`src/rtl/tmds_channel_deskew_if.sv`:
```
// Signal bundle for the TMDS inter-channel deskew stage.
// The master drives receiver words; the slave returns deskewed words and lock status.
interface tmds_channel_deskew_if #(
    parameter int NCH   = 3,
    parameter int DEPTH = 8
);
    localparam int TW = $clog2(DEPTH);

    logic [NCH*10-1:0] ch_in;
    logic [NCH-1:0]    vld_in;
    logic [NCH*10-1:0] data_out;
    logic              aligned;
    logic [NCH*TW-1:0] taps;
    logic [7:0]        realign_cnt;
    logic [7:0]        fail_cnt;

    modport master (
        output ch_in, vld_in,
        input  data_out, aligned, taps, realign_cnt, fail_cnt
    );

    modport slave (
        input  ch_in, vld_in,
        output data_out, aligned, taps, realign_cnt, fail_cnt
    );
endinterface

```
`src/rtl/tmds_channel_deskew.sv`:
```
// Inter-channel TMDS deskew: times the blanking-end marker on every channel and
// delays each channel by a per-channel tap so all channels present the same pixel together.
module tmds_channel_deskew #(
    parameter int NCH      = 3,
    parameter int DEPTH    = 8,
    parameter int MIN_CTL  = 8,
    parameter int MAX_MISS = 4
) (
    input  logic                 clk,
    input  logic                 rst_raw_n,
    tmds_channel_deskew_if.slave bus
);
    localparam int TW = $clog2(DEPTH);
    localparam int RW = $clog2(MIN_CTL + 1);
    localparam int MW = $clog2(MAX_MISS + 1);
    localparam logic [RW-1:0] RUN_FULL   = RW'(MIN_CTL);
    localparam logic [MW-1:0] MISS_LIMIT = MW'(MAX_MISS);
    localparam logic [TW-1:0] W_LAST     = TW'(DEPTH - 1);

    typedef enum logic [1:0] {IDLE, ARM, COLLECT, LOCKED} state_e;

    function automatic logic isCtl(input logic [9:0] word);
        return (word == 10'b1101010100) || (word == 10'b0010101011) ||
               (word == 10'b0101010100) || (word == 10'b1010101011);
    endfunction

    logic [9:0]        stage1_q [NCH];
    logic [9:0]        delay_q  [NCH][DEPTH-1];
    logic [RW-1:0]     runIn_q  [NCH];
    logic [RW-1:0]     runOut_q [NCH];
    logic [RW-1:0]     runIn_d  [NCH];
    logic [RW-1:0]     runOut_d [NCH];
    logic [NCH*10-1:0] dataOut_q;

    state_e            state_q;
    logic [TW-1:0]     taps_q    [NCH];
    logic [TW-1:0]     taps_d    [NCH];
    logic [TW-1:0]     arrival_q [NCH];
    logic [TW-1:0]     arrival_d [NCH];
    logic [NCH-1:0]    recorded_q;
    logic [NCH-1:0]    recorded_d;
    logic              winOpen_q;
    logic [TW-1:0]     winCnt_q;
    logic [MW-1:0]     miss_q;
    logic              aligned_q;
    logic [7:0]        realignCnt_q;
    logic [7:0]        failCnt_q;

    logic [9:0]        selWord [NCH];
    logic [NCH-1:0]    markIn;
    logic [NCH-1:0]    markOut;
    logic              winActive;
    logic [TW-1:0]     curW;
    logic [TW-1:0]     maxArr;
    logic              timeout;
    logic              allRecorded;

    // Tap 0 is the stage-1 word itself; tap k reads the word k cycles older.
    always_comb begin
        for (int c = 0; c < NCH; c++) begin
            selWord[c] = stage1_q[c];
            for (int k = 1; k < DEPTH; k++) begin
                if (taps_q[c] == TW'(k)) selWord[c] = delay_q[c][k-1];
            end
            markIn[c]   = !isCtl(stage1_q[c]) && (runIn_q[c] == RUN_FULL);
            markOut[c]  = !isCtl(selWord[c]) && (runOut_q[c] == RUN_FULL);
            runIn_d[c]  = !isCtl(stage1_q[c]) ? '0 :
                          (runIn_q[c] == RUN_FULL) ? runIn_q[c] : runIn_q[c] + RW'(1);
            runOut_d[c] = !isCtl(selWord[c]) ? '0 :
                          (runOut_q[c] == RUN_FULL) ? runOut_q[c] : runOut_q[c] + RW'(1);
        end
    end

    always_comb begin
        winActive  = winOpen_q || (|markIn);
        curW       = winOpen_q ? winCnt_q : '0;
        recorded_d = recorded_q | markIn;
        maxArr     = '0;
        for (int c = 0; c < NCH; c++) begin
            arrival_d[c] = (markIn[c] && !recorded_q[c]) ? curW : arrival_q[c];
            if (recorded_d[c] && (arrival_d[c] > maxArr)) maxArr = arrival_d[c];
        end
        for (int c = 0; c < NCH; c++) begin
            taps_d[c] = maxArr - arrival_d[c];
        end
        timeout     = winActive && (curW == W_LAST) && !(&recorded_d);
        allRecorded = winActive && (&recorded_d);
    end

    always_ff @(posedge clk or negedge rst_raw_n) begin
        if (!rst_raw_n) begin
            dataOut_q <= '0;
            for (int c = 0; c < NCH; c++) begin
                stage1_q[c] <= '0;
                runIn_q[c]  <= '0;
                runOut_q[c] <= '0;
                for (int k = 0; k < DEPTH - 1; k++) delay_q[c][k] <= '0;
            end
        end else begin
            for (int c = 0; c < NCH; c++) begin
                stage1_q[c]   <= bus.ch_in[c*10 +: 10];
                delay_q[c][0] <= stage1_q[c];
                for (int k = 1; k < DEPTH - 1; k++) delay_q[c][k] <= delay_q[c][k-1];
                dataOut_q[c*10 +: 10] <= selWord[c];
                runIn_q[c]  <= runIn_d[c];
                runOut_q[c] <= runOut_d[c];
            end
        end
    end

    // A dropped word-lock overrides everything; window timeout outranks completion.
    always_ff @(posedge clk or negedge rst_raw_n) begin
        if (!rst_raw_n) begin
            state_q      <= IDLE;
            recorded_q   <= '0;
            winOpen_q    <= 1'b0;
            winCnt_q     <= '0;
            miss_q       <= '0;
            aligned_q    <= 1'b0;
            realignCnt_q <= '0;
            failCnt_q    <= '0;
            for (int c = 0; c < NCH; c++) begin
                taps_q[c]    <= '0;
                arrival_q[c] <= '0;
            end
        end else if (!(&bus.vld_in)) begin
            state_q   <= IDLE;
            aligned_q <= 1'b0;
        end else begin
            case (state_q)
                IDLE: begin
                    aligned_q <= 1'b0;
                    state_q   <= ARM;
                end
                ARM: begin
                    aligned_q  <= 1'b0;
                    recorded_q <= '0;
                    winOpen_q  <= 1'b0;
                    winCnt_q   <= '0;
                    miss_q     <= '0;
                    state_q    <= COLLECT;
                end
                COLLECT: begin
                    aligned_q <= 1'b0;
                    if (winActive) begin
                        winOpen_q  <= 1'b1;
                        winCnt_q   <= curW + TW'(1);
                        recorded_q <= recorded_d;
                        arrival_q  <= arrival_d;
                        if (timeout) begin
                            if (failCnt_q != 8'hFF) failCnt_q <= failCnt_q + 8'd1;
                            state_q <= ARM;
                        end else if (allRecorded) begin
                            taps_q  <= taps_d;
                            state_q <= LOCKED;
                        end
                    end
                end
                LOCKED: begin
                    aligned_q <= 1'b1;
                    if (&markOut) begin
                        miss_q <= '0;
                    end else if (|markOut) begin
                        if (miss_q + MW'(1) == MISS_LIMIT) begin
                            miss_q    <= '0;
                            aligned_q <= 1'b0;
                            state_q   <= ARM;
                            if (realignCnt_q != 8'hFF) realignCnt_q <= realignCnt_q + 8'd1;
                        end else begin
                            miss_q <= miss_q + MW'(1);
                        end
                    end
                end
                default: state_q <= IDLE;
            endcase
        end
    end

    assign bus.data_out    = dataOut_q;
    assign bus.aligned     = aligned_q;
    assign bus.realign_cnt = realignCnt_q;
    assign bus.fail_cnt    = failCnt_q;

    for (genvar c = 0; c < NCH; c++) begin : g_taps
        assign bus.taps[c*TW +: TW] = taps_q[c];
    end
endmodule
```
`src/flat_wrapper.sv`:
```
// flat-port wrapper written by rule: the top's interface ports become plain ports
module tmds_channel_deskew_flat 
#(
    parameter int NCH      = 3,
    parameter int DEPTH    = 8,
    parameter int MIN_CTL  = 8,
    parameter int MAX_MISS = 4
)
  (clk, rst_raw_n, bus_ch_in, bus_vld_in, bus_data_out, bus_aligned, bus_taps, bus_realign_cnt, bus_fail_cnt);
  tmds_channel_deskew_if #(.NCH(NCH), .DEPTH(DEPTH)) bus_i ();
  input  logic clk;
  input  logic rst_raw_n;
  input wire logic [$bits(bus_i.ch_in)-1:0] bus_ch_in;
  input wire logic [$bits(bus_i.vld_in)-1:0] bus_vld_in;
  output wire logic [$bits(bus_i.data_out)-1:0] bus_data_out;
  output wire logic [$bits(bus_i.aligned)-1:0] bus_aligned;
  output wire logic [$bits(bus_i.taps)-1:0] bus_taps;
  output wire logic [$bits(bus_i.realign_cnt)-1:0] bus_realign_cnt;
  output wire logic [$bits(bus_i.fail_cnt)-1:0] bus_fail_cnt;
  assign bus_i.ch_in = bus_ch_in;
  assign bus_i.vld_in = bus_vld_in;
  assign bus_data_out = bus_i.data_out;
  assign bus_aligned = bus_i.aligned;
  assign bus_taps = bus_i.taps;
  assign bus_realign_cnt = bus_i.realign_cnt;
  assign bus_fail_cnt = bus_i.fail_cnt;
  tmds_channel_deskew #(.NCH(NCH), .DEPTH(DEPTH), .MIN_CTL(MIN_CTL), .MAX_MISS(MAX_MISS)) u_core (.clk(clk), .rst_raw_n(rst_raw_n), .bus(bus_i));
endmodule
```
`config.mk`:
```
export PLATFORM = sky130hd
export DESIGN_NAME = tmds_channel_deskew_flat
export DESIGN_NICKNAME = d
export VERILOG_FILES = /design/src/rtl/tmds_channel_deskew_if.sv /design/src/rtl/tmds_channel_deskew.sv /design/src/flat_wrapper.sv
export SDC_FILE = /design/constraint.sdc
export NUM_CORES = 1
export LEC_CHECK = 0
export CAP_MARGIN = 0
export CELL_PAD_IN_SITES_DETAIL_PLACEMENT = 0
export CELL_PAD_IN_SITES_GLOBAL_PLACEMENT = 2
export CORE_MARGIN = 4
export CORE_UTILIZATION = 42
export DETAILED_ROUTE_END_ITERATION = 16
export PLACE_DENSITY = 0.88
export SLEW_MARGIN = 20
export SYNTH_ARGS = -nofsm -noshare
export SYNTH_HDL_FRONTEND = slang
export SYNTH_SLANG_ARGS = --single-unit
```
`constraint.sdc`:
```
create_clock -name clk -period 6.7 [get_ports clk]
set_input_delay 0.67 -clock clk [delete_from_list [all_inputs] [get_ports clk]]
set_output_delay 0.67 -clock clk [all_outputs]
set_load 0.05 [all_outputs]
```
==> results.md, run 1 <==
- Worst reg2reg path startpoint: u_core.stage1_q[17]
- Min Clock Period, post-route: between 5000 and 6000 ps
- Pwr Total: approximately 4.3 mW
- FMAX: approximately 180 MHz
- Status: finished clean
- Nets: 1179
- Post-CTS Setup Inserts: 0
- Remaining global-route overflow: 0
- Comb pwr share: 0.042
- I/O Buffers: 90
- Net Sw Frac: 0.218
- Syn avg cell area: between 10 and 15 µm²
- Number of diodes: 0
- DR WL met3: 909 µm
- Routed len/inst: about 17 µm
- Clock power share: 0.453
- Hold_buf cts: 0
- Via density: roughly 5.1
- DR iter-0 viols: between 400 and 500
- Vias in the first global route: around 8200
- CTS Buf Count: 37
- Post-synth cell types: between 80 and 90
- Met1 Routed Length: roughly 13000 µm
- CTS H-tree depth: 2
- Root buffer cell: clkbuf_16
- RSZ-0062 raised after global routing: false
- Psw: roughly 0.95 mW
- Top_reg_cell synth: dfrtp_1
- Startpoint Class: flip-flop
- Core ar.: around 32000 µm²
- IO Pins: between 90 and 100
- Detailed Route WL: 26200 µm
- Mapped Area: ~14000 µm²
- CTS Sinks: ~340
- Worst-path clk slew: about 60 ps
- Internal Power: between 3 and 4 mW
- Crit path buf inv count: 2
- Critical Path Fanout Max: 5
- Net Count, Synth: 1082
- Initial antenna violation count: 0
- Worst-Margin Slew: 990 ps
- Wire length of the first global-routing pass: roughly 44000 µm
- Hold WC Path Type: in2async
- Via Count: between 7000 and 8000
- Site Rows: 65
- # Max-Cap Violations: 0
- Die Y: around 190 µm
- Setup Viol. Count Final: 0
- Family with the most delay on the worst path: simple AND/OR/NAND/NOR gates
- Worst-case clock buffer depth: 3
- Seq/Total Area, Yosys: 0.626
- Tcrit/Tclk final: 0.842
- Die width: between 150 and 200 µm
- RR Endpoint: u_core.bus.taps[2]
- Critical-path cell with the highest stage delay: or4b_2
- CP endpoint kind: flip-flop
- Final HPWL DP: approximately 17000 µm
- Dpl cell area: around 15000 µm²
- Post-synthesis async set-or-reset flop share: 1.00
- Post-Layout Inst Area: around 16000 µm²
- Setup TNS: 0 ps
- Area grow syn2layout: 17.9%
- Final hold vios: 0
- DR top layer: met4
- Layout Skew: approximately 18 ps
- Die area: approximately 35000 µm²
- Cells along the critical path: or4b_2, nor4_1, nor4_1, mux2i_1, inv_1, ha_1, a21o_1, a21oi_1, a31oi_1, nand2_1, o21ai_0, ha_1, a21o_1, a21oi_1, a31oi_1, o21ai_1, mux2i_1, inv_1, fa_1, xnor2_1, xnor2_1, o21ai_0
- Worst Reg-to-Reg Cells: 22
- Proportion of layout cells with a drive suffix above 1: 0.122
- LEAKAGE: 6.78 nW
- Routed Antenna Nets: 0
- Largest net degree at the start of global routing: around 180
- Post-synth EDFFs: 0
- Metal2 WL: 12100 µm
- Mapped Cells: 1014
- Drt drc: 0
- Worst skew pair latency: 520 ps
- Crit path arrival time: about 6000 ps
- Critical path type: reg2reg
- CTS resizes: 0
- Pwr dens: about 270 nW/µm²
- Flop2flop setup slack: approximately 1100 ps
- Critical Path RT: around 7000 ps
- Starting density of the core: 0.429
- Placer Congestion: ~0.77
- Worst path max stage delay: ~680 ps
- Sequential share of power: 0.505
- Max VDD drop: ~0.17 mV
- Initial DRT Pass Iterations: 4
- Tot GR Track Use: 0.150
- CTS tree: done
- Slew Viols, Final: 0
- Warnings from Yosys: 0
- Relative slew slack: 0.340
- Number of synthesized register bits: about 340
==> Yosys cell counts, drive strengths merged (10+ instances only) <==
master | count | area (µm²)
xor2 | 11 | 96.3
a21oi | 42 | 210
nand3b | 13 | 97.6
nor4 | 12 | 90.1
nand4 | 10 | 62.6
nor2b | 14 | 87.6
o22ai | 10 | 62.6
mux2 | 21 | 240
mux2i | 42 | 433
dfrtp | 341 | 8530
nor2 | 64 | 240
o21ai | 39 | 199
and3 | 11 | 73.8
xnor2 | 25 | 219
nand2 | 46 | 173
a22oi | 11 | 82.6
nand3 | 21 | 105
nor3 | 11 | 60.1
mux4 | 28 | 634
ha | 30 | 375
inv | 51 | 191
buf | 33 | 257
==> cell type report <==
type	instances	area, µm²
Inverter	51	191
Clock buffer	57	1110
Clock inverter	9	81.3
Timing Repair Buffer	100	993
Multi-Input combinational cell	580	4620
Sequential cell	341	8530
Fill cell	2735	15700
Tap cell	435	544
==> through the flow <==
stage	hold WS [ps]	util	setup WS (ps)	cells
floorplan	345	-	1640	1014
global route	174	0.505	683	1573
CTS	161	0.505	1040	1573
detailed placement	355	0.468	1060	1507
global placement	350	0.468	1260	1507
finish	141	0.505	1060	1573
==> worst max path at each step <==
stage	from	to	slack, ps	depth (start not counted)
after detailed placement	u_core.stage1_q[17]	u_core.bus.taps[2]	1060	22
final	u_core.stage1_q[17]	u_core.bus.taps[2]	1060	22
after floorplan	u_core.runIn_q[4]	u_core.bus.taps[5]	1640	24
after global placement	u_core.stage1_q[17]	u_core.bus.taps[5]	1260	21
after global routing	u_core.stage1_q[17]	u_core.bus.taps[2]	680	22
after CTS	u_core.stage1_q[17]	u_core.bus.taps[2]	1040	22
==> layer usage <==
| metal | track usage | vias to the layer above |
|---|---|---|
| met5 | 0 | - |
| met4 | 0.0426 | 0 |
| met3 | 0.0274 | 44 |
| met2 | 0.231 | 122 |
| met1 | 0.219 | 3983 |
| li1 | - | 3813 |
==> power by group through the flow <==
stage               logic [mW]  registers [mW]  clock network (mW)
finish                   0.182            2.19                1.97
global route             0.201            2.20                2.12
CTS                      0.188            2.19                2.03
detailed placement       0.187            2.23                   0
global placement         0.185            2.22                   0
floorplan               0.0544            2.25                   0
==> sequential cells by signal, summed over array words and instances (netlist names), 8 cells and up <==
| register | cells |
|---|---|
| u_core.runIn_q | 12 |
| u_core.bus.data_out | 30 |
| u_core.arrival_q | 9 |
| u_core.delay_q | 210 |
| u_core.runOut_q | 12 |
| u_core.bus.taps | 9 |
| u_core.stage1_q | 30 |
| u_core.bus.fail_cnt | 8 |
| u_core.bus.realign_cnt | 8 |
==> placed cells by master, fill, tap and decap left out, types with 6 or more instances in the layout <==
cell	Yosys	layout
inv_1	49	49
dfrtp_1	341	340
ha_1	30	30
nand4_1	10	10
xnor2_1	25	25
and3_1	10	10
a31oi_1	8	8
nor2b_1	14	14
clkdlybuf4s50_1	0	89
nor3b_1	8	8
mux2_2	16	16
xor2_1	11	11
o22ai_1	10	10
a22oi_1	11	11
o21ai_0	31	31
clkbuf_8	0	9
nand2_1	46	46
clkinv_2	0	7
nand2b_1	6	6
mux2i_1	41	41
and2_1	6	6
nor3_1	10	10
nor2_1	64	64
clkbuf_1	9	10
nand3_1	21	21
clkbuf_16	0	38
nor4_1	11	11
nand3b_1	13	13
mux4_2	27	27
a21oi_1	42	42
o21ai_1	7	7
buf_4	4	9
==> logic make-up after synthesis <==
group | share of synthesized area
flip-flops | 0.626
AND/OR/NAND/NOR | 0.0994
AO/OA/AOI/OAI | 0.0883
buffers and inverters | 0.0353
multiplexers | 0.0959
XOR/XNOR | 0.0231
adder cells (fa/ha/maj) | 0.0319
Note: power is estimated with default switching activity, not from simulation.
==> run 2, diff against run 1 <==
==> constraint.sdc (replaced) <==
create_clock -name clk -period 5.6 [get_ports clk]
set_input_delay 0.56 -clock clk [delete_from_list [all_inputs] [get_ports clk]]
set_output_delay 0.56 -clock clk [all_outputs]
set_load 0.05 [all_outputs]
==> run 2 against run 1 <==
  * Worst setup slack worse by 730 ps
  * First-iteration DRC count decreased by 7.4%
  * Hold slack better by 210 ps
  * Cell count rose by 0.57%
  * Sequential power rose by 20%
  * Critical path depth is 2 higher
  * Critical path type unchanged
  * Highest routed layer unchanged
==> results.md, run 2 (synthesis results as in run 1) <==
- Status: finished clean
- Setup Viol. Count Final: 0 (unchanged)
- CP endpoint kind: flip-flop
- Wire length of the first global-routing pass: 45100 µm (+2.8%)
- Final cell count without fillers: 1582 (+0.57%)
- Max FFs per register: 210 (unchanged)
- Cells along the critical path: or4b_2, nor4_2, buf_4, nor4_1, buf_4, mux2i_2, inv_2, ha_1, a21o_1, a21oi_1, a31oi_1, nand2_1, mux2_2, ha_1, inv_1, a21o_1, a21oi_1, a31oi_1, o21ai_2, a21oi_1, ha_1, inv_1, fa_1, mux2_2
- Routed len/inst: 16.8 µm (+0.60%)
- Drt drc: 0 (unchanged)
- Crit path arrival time: 5650 ps (-360 ps)
- Startpoint Class: flip-flop
- # Max-Cap Violations: 0 (unchanged)
- Core ar.: 31800 µm² (unchanged)
- Starting density of the core: 0.429 (unchanged)
- Site Rows: 65 (unchanged)
- Worst-path clk slew: 60 ps (about the same)
- Remaining global-route overflow: 0 (unchanged)
- Commonest non-fill, non-tap cell in the layout: dfrtp_1
- Family with the most delay on the worst path: compound AO/OA/AOI/OAI gates
- Worst-case clock buffer depth: 3 (unchanged)
- Critical Path Fanout Max: 5 (unchanged)
- Proportion of layout cells with a drive suffix above 1: 0.133 (+0.0112)
- Number of diodes: 0 (unchanged)
- Final hold vios: 0 (unchanged)
- Min Clock Period, post-route: 5270 ps (-369 ps)
- Top reg by flops: u_core.delay_q
- Placer Congestion: 0.743 (-3.6%)
- Layout Skew: 23.5 ps (+5.30 ps)
- Crit path buf inv count: 5 (+3)
- Die Y: 188 µm (unchanged)
- Via Count: 8052 (+1.1%)
- RSZ-0062 raised after global routing: true
- Critical-path cell with the highest stage delay: or4b_2
- DR iter-0 viols: 415 (-7.4%)
- Initial antenna violation count: 0 (unchanged)
- Largest net degree at the start of global routing: 147 (-20%)
- Final HPWL DP: 17600 µm (+2.6%)
- Hold WC Path Type: reg2reg
- Most frequent cells in the layout: 340 x dfrtp_1, 89 x clkdlybuf4s50_1, 64 x nor2_1
- I/O Buffers: 90 (unchanged)
- Die width: 188 µm (unchanged)
- IO Pins: 91 (unchanged)
- Vias in the first global route: 8473 (+2.9%)
- Setup TNS: 0 ps (unchanged)
- Via density: 5.09 (+0.56%)
- FMAX: 190 MHz (+7.0%)
- Tot GR Track Use: 0.154 (+0.00372)
- Slew Viols, Final: 0 (unchanged)
- Worst skew pair latency: 510 ps (about the same)
- Detailed Route WL: 26500 µm (+1.2%)
- Relative slew slack: 0.346 (+0.00611)
- LEAKAGE: 6.84 nW (+0.80%)
- Worst-Margin Slew: 981 ps (-9.16 ps)
- Critical Path RT: 5980 ps (-1090 ps)
- Root buffer cell: clkbuf_16
- CTS tree: done
- Area grow syn2layout: 18.8%
- Pwr dens: 321 nW/µm² (+19%)
- CTS Buf Count: 38 (+2.7%)
- Die area: 35400 µm² (unchanged)
- Pwr Total: 5.21 mW (+20%)
- Nets: 1192 (+1.1%)
- Cells after DPL: 1516 (+0.60%)
- Tcrit/Tclk final: 0.942 (+0.0996)
- CTS H-tree depth: 2 (unchanged)
- Routed Antenna Nets: 0 (unchanged)
- Critical path type: reg2reg
- CTS Sinks: 341 (unchanged)
- Worst path max stage delay: 660 ps (-20 ps)
- Max VDD drop: 0.172 mV (+3.0%)
- Initial DRT Pass Iterations: 4 (unchanged)
run 2: cell types whose count changed in the layout (fill, tap and decap cells not counted), moves of 2 or more:
| cell | before | now |
|---|---|---|
| clkbuf_8 | 9 | 7 |
| buf_4 | 9 | 20 |
| xnor2_2 | 0 | 2 |
| xnor2_1 | 25 | 23 |
| mux2i_2 | 0 | 2 |
| mux2i_1 | 41 | 39 |
| clkinv_2 | 7 | 2 |
run 2: per-stage QoR:
stage | cell area [µm²] | hold slack, ps | setup WS, ps | utilization
final | 16200 | 351 | 326 | 0.509
after floorplan | 13600 | 264 | 537 | -
after global placement | 14900 | 349 | 212 | 0.470
after global routing | 16200 | 369 | -30.1 | 0.509
after detailed placement | 14900 | 355 | 162 | 0.470
after CTS | 16100 | 361 | 138 | 0.508
run 2: cell type report:
type	count	area, µm²
multi-input combinational	580	4650
fill	2726	15600
tap	435	544
clock inverter	7	103
inverter	51	191
clock buffer	56	1090
sequential	341	8530
timing repair buffer	112	1090
run 2: routing by layer:
metal	global-route usage	up-vias	share of wire
li1	-	3840	-
met1	0.226	4064	0.48
met2	0.241	117	0.47
met3	0.0270	31	0.034
met4	0.0356	0	0.014
met5	0	-	0
run 2: worst register-to-register path, delay by kind of cell, from the launching register on:
| kind | cells | cell delay, ps |
|---|---|---|
| simple gates | 4 | 1060 |
| mux | 3 | 850 |
| compound gates | 8 | 1160 |
| buf+inv | 5 | 540 |
| fa+ha+maj | 4 | 1130 |
| flops | 1 | 420 |
run 2: where the power goes:
group	leakage, nW	switching (mW)	internal [mW]
Clock	0.579	0.928	1.43
Sequential	4.13	0.0579	2.57
Combinational	2.12	0.134	0.0855
run 2: path summary, 6_finish.rpt:
path	depth (start not counted)	slack, ps	to	start
hold / removal	0	350	u_core.delay_q[112]	u_core.delay_q[122]
hold reg to reg	0	350	u_core.delay_q[112]	u_core.delay_q[122]
setup reg to reg	24	330	u_core.bus.taps[7]	u_core.stage1_q[15]
min in group asynchronous	2	580	u_core.delay_q[4]	rst_raw_n
max in group asynchronous	3	3700	u_core.delay_q[145]	rst_raw_n
setup / recovery	24	330	u_core.bus.taps[7]	u_core.stage1_q[15]
run 2: what timing repair did:
item                                    CTS  global route
gates resized for setup                   0             8
hold buffers                              1             0
buffers inserted                          0             2
endpoints found under the setup margin    0             6
hold endpoints to repair                 23             0
==> run 3, diff against run 2 <==
--- a/config.mk
+++ b/config.mk
@@ -11,8 +11,11 @@
 export CORE_MARGIN = 4
 export CORE_UTILIZATION = 42
 export DETAILED_ROUTE_END_ITERATION = 16
+export HOLD_SLACK_MARGIN = 0.06
 export PLACE_DENSITY = 0.88
+export SKIP_CTS_REPAIR_TIMING = 1
 export SLEW_MARGIN = 20
 export SYNTH_ARGS = -nofsm -noshare
 export SYNTH_HDL_FRONTEND = slang
 export SYNTH_SLANG_ARGS = --single-unit
+export TNS_END_PERCENT = 10
==> run 3 against run 2 <==
  * Worst setup slack worse by 16 ps
  * Utilization is essentially flat
  * Routed wire length barely moved
  * Global-route usage barely moved
  * First-iteration DRC count rose by 0.72%
  * Non-clock buffer count stayed put
  * Hold slack lost 2.0 ps
  * Clock skew about the same
  * Register-to-register slack worse by 20 ps
  * Maximum frequency decreased by 0.31%
  * Flip-flop and latch count unchanged
  * Highest routed layer unchanged
==> results.md, run 3 (synthesis results as in run 1) <==
- Status: finished clean
- Setup TNS: 0 ps (unchanged)
- Tcrit/Tclk final: 0.945 (+0.00294)
- CTS tree: done
- Core ar.: 31800 µm² (unchanged)
- Starting density of the core: 0.429 (unchanged)
- Worst reg2reg path startpoint: u_core.stage1_q[15]
- Nets: 1192 (unchanged)
- LEAKAGE: 6.83 nW (about the same)
- Proportion of layout cells with a drive suffix above 1: 0.131 (-0.00262)
- Crit path arrival time: 5670 ps (+20 ps)
- Setup Viol. Count Final: 0 (unchanged)
- Max VDD drop: 0.172 mV (+0.14%)
- Critical path type: reg2reg
- Commonest non-fill, non-tap cell in the layout: dfrtp_1
- Comb pwr share: 0.042 (about the same)
- Clock power share: 0.454 (about the same)
- Largest net degree at the start of global routing: 147 (unchanged)
- Min Clock Period, post-route: 5290 ps (+16.4 ps)
- Via density: 5.11 (+0.42%)
- Detailed Route WL: 26500 µm (about the same)
- Final cell count without fillers: 1582 (unchanged)
- # Max-Cap Violations: 0 (unchanged)
- I/O Buffers: 90 (unchanged)
- Routed Antenna Nets: 0 (unchanged)
- Worst-path clk slew: 60 ps (about the same)
- Via Count: 8086 (+0.42%)
- Internal Power: 4.09 mW (about the same)
- Hold Path Origin: u_core.delay_q[122]
- Layout Skew: 23.7 ps (+0.139 ps)
- Max FFs per register: 210 (unchanged)
- Critical Path RT: 5980 ps (about the same)
- Pwr Total: 5.21 mW (about the same)
- Hold Path Sink: u_core.delay_q[112]
- Flop2flop setup slack: 310 ps (-20 ps)
- Placer Congestion: 0.743 (unchanged)
- CTS Buf Count: 38 (unchanged)
- Dpl cell area: 14900 µm² (unchanged)
- Worst-Margin Slew: 1010 ps (+32.8 ps)
- FMAX: 189 MHz (-0.31%)
- Critical Path Fanout Max: 5 (unchanged)
- Die width: 188 µm (unchanged)
- CTS Sinks: 341 (unchanged)
- Root buffer cell: clkbuf_16
- CP endpoint kind: flip-flop
- Worst skew pair latency: 510 ps (about the same)
- Die area: 35400 µm² (unchanged)
- Sequential share of power: 0.504 (about the same)
- Psw: 1.12 mW (+0.29%)
- Initial antenna violation count: 0 (unchanged)
- IO Pins: 91 (unchanged)
- Cells after DPL: 1516 (unchanged)
- Drt drc: 0 (unchanged)
- Relative slew slack: 0.324 (-0.0218)
- Routed len/inst: 16.8 µm (about the same)
- Startpoint Class: flip-flop
- Remaining global-route overflow: 0 (unchanged)
- Post-Layout Inst Area: 16200 µm² (about the same)
- Final HPWL DP: 17600 µm (unchanged)
- Pwr dens: 322 nW/µm² (+0.13%)
- Most frequent cells in the layout: 340 x dfrtp_1, 89 x clkdlybuf4s50_1, 64 x nor2_1
- Hold Path Cell Cnt: 0 (unchanged)
- Top reg by flops: u_core.delay_q
- Net Sw Frac: 0.216 (+0.000494)
- Die Y: 188 µm (unchanged)
- CTS H-tree depth: 2 (unchanged)
- Worst Reg-to-Reg Cells: 24 (unchanged)
- Number of diodes: 0 (unchanged)
- Initial DRT Pass Iterations: 4 (unchanged)
- Worst-case clock buffer depth: 3 (unchanged)
- Hold WC Path Type: reg2reg
- RSZ-0062 raised after global routing: true
- Site Rows: 65 (unchanged)
- DR iter-0 viols: 418 (+0.72%)
- Slew Viols, Final: 0 (unchanged)
- Area grow syn2layout: 18.7% (about the same)
- Wire length of the first global-routing pass: 45100 µm (about the same)
- Final hold vios: 0 (unchanged)
- Hold slack: 349 ps (-2.01 ps)
- RR Endpoint: u_core.bus.taps[7]
- Tot GR Track Use: 0.153 (about the same)
- Vias in the first global route: 8463 (-0.12%)
[run 3: cell count changes in the layout (fill, tap and decap cells not counted)]
cell,previous run,this run
mux2i_1,39,40
mux2i_2,2,1
xnor2_1,23,24
inv_1,48,49
inv_2,3,2
xnor2_2,2,1
[run 3: power by group through the flow]
stage                     Sequential (mW)  Combinational (mW)  Clock (mW)
final                                2.63               0.220        2.37
after global routing                 2.64               0.242        2.55
after CTS                            2.63               0.225        2.43
after detailed placement             2.67               0.224           0
after global placement               2.66               0.222           0
after floorplan                      2.69              0.0651           0
[run 3: critical path: stages, from the launching register on]
cell	delay, ps
dfrtp_1	420
or4b_2	650
nor4_2	230
buf_4	160
nor4_1	40
buf_4	170
mux2i_1	190
inv_1	120
ha_1	310
a21o_1	180
a21oi_1	130
a31oi_1	50
nand2_1	130
mux2_2	370
ha_1	200
inv_1	60
a21o_1	100
a21oi_1	60
a31oi_1	180
o21ai_2	140
a21oi_1	320
ha_1	200
inv_1	50
fa_1	430
mux2_2	270
[run 3: worst max-delay path by stage]
stage | start | end | slack [ps]
after floorplan | u_core.runIn_q[4] | u_core.bus.taps[5] | 540
after global placement | u_core.stage1_q[17] | u_core.bus.taps[5] | 210
after detailed placement | u_core.stage1_q[17] | u_core.bus.taps[2] | 160
after CTS | u_core.stage1_q[17] | u_core.bus.taps[5] | 140
after global routing | u_core.stage1_q[15] | u_core.bus.taps[7] | -60
final | u_core.stage1_q[15] | u_core.bus.taps[7] | 310
[run 3: per-layer routing]
layer / part of all wire / GRT usage / vias to the layer above
met4: 0.015 / 0.0356 / 0
met2: 0.47 / 0.240 / 117
met1: 0.48 / 0.226 / 4099
li1: - / - / 3838
met3: 0.036 / 0.0270 / 32
met5: 0 / 0 / -
[run 3: area by class of cell]
class | count | area (µm²)
Tap cell | 435 | 544
Timing Repair Buffer | 112 | 1090
Multi-Input combinational cell | 580 | 4640
Clock buffer | 56 | 1090
Fill cell | 2727 | 15600
Sequential cell | 341 | 8530
Clock inverter | 7 | 103
Inverter | 51 | 191
[run 3: through the flow]
stage          utilization  setup slack (ps)
2_1_floorplan            -               537
3_3_place_gp         0.470               212
3_5_place_dp         0.470               162
4_1_cts              0.508               138
5_1_grt              0.509             -55.6
6_report             0.509               309
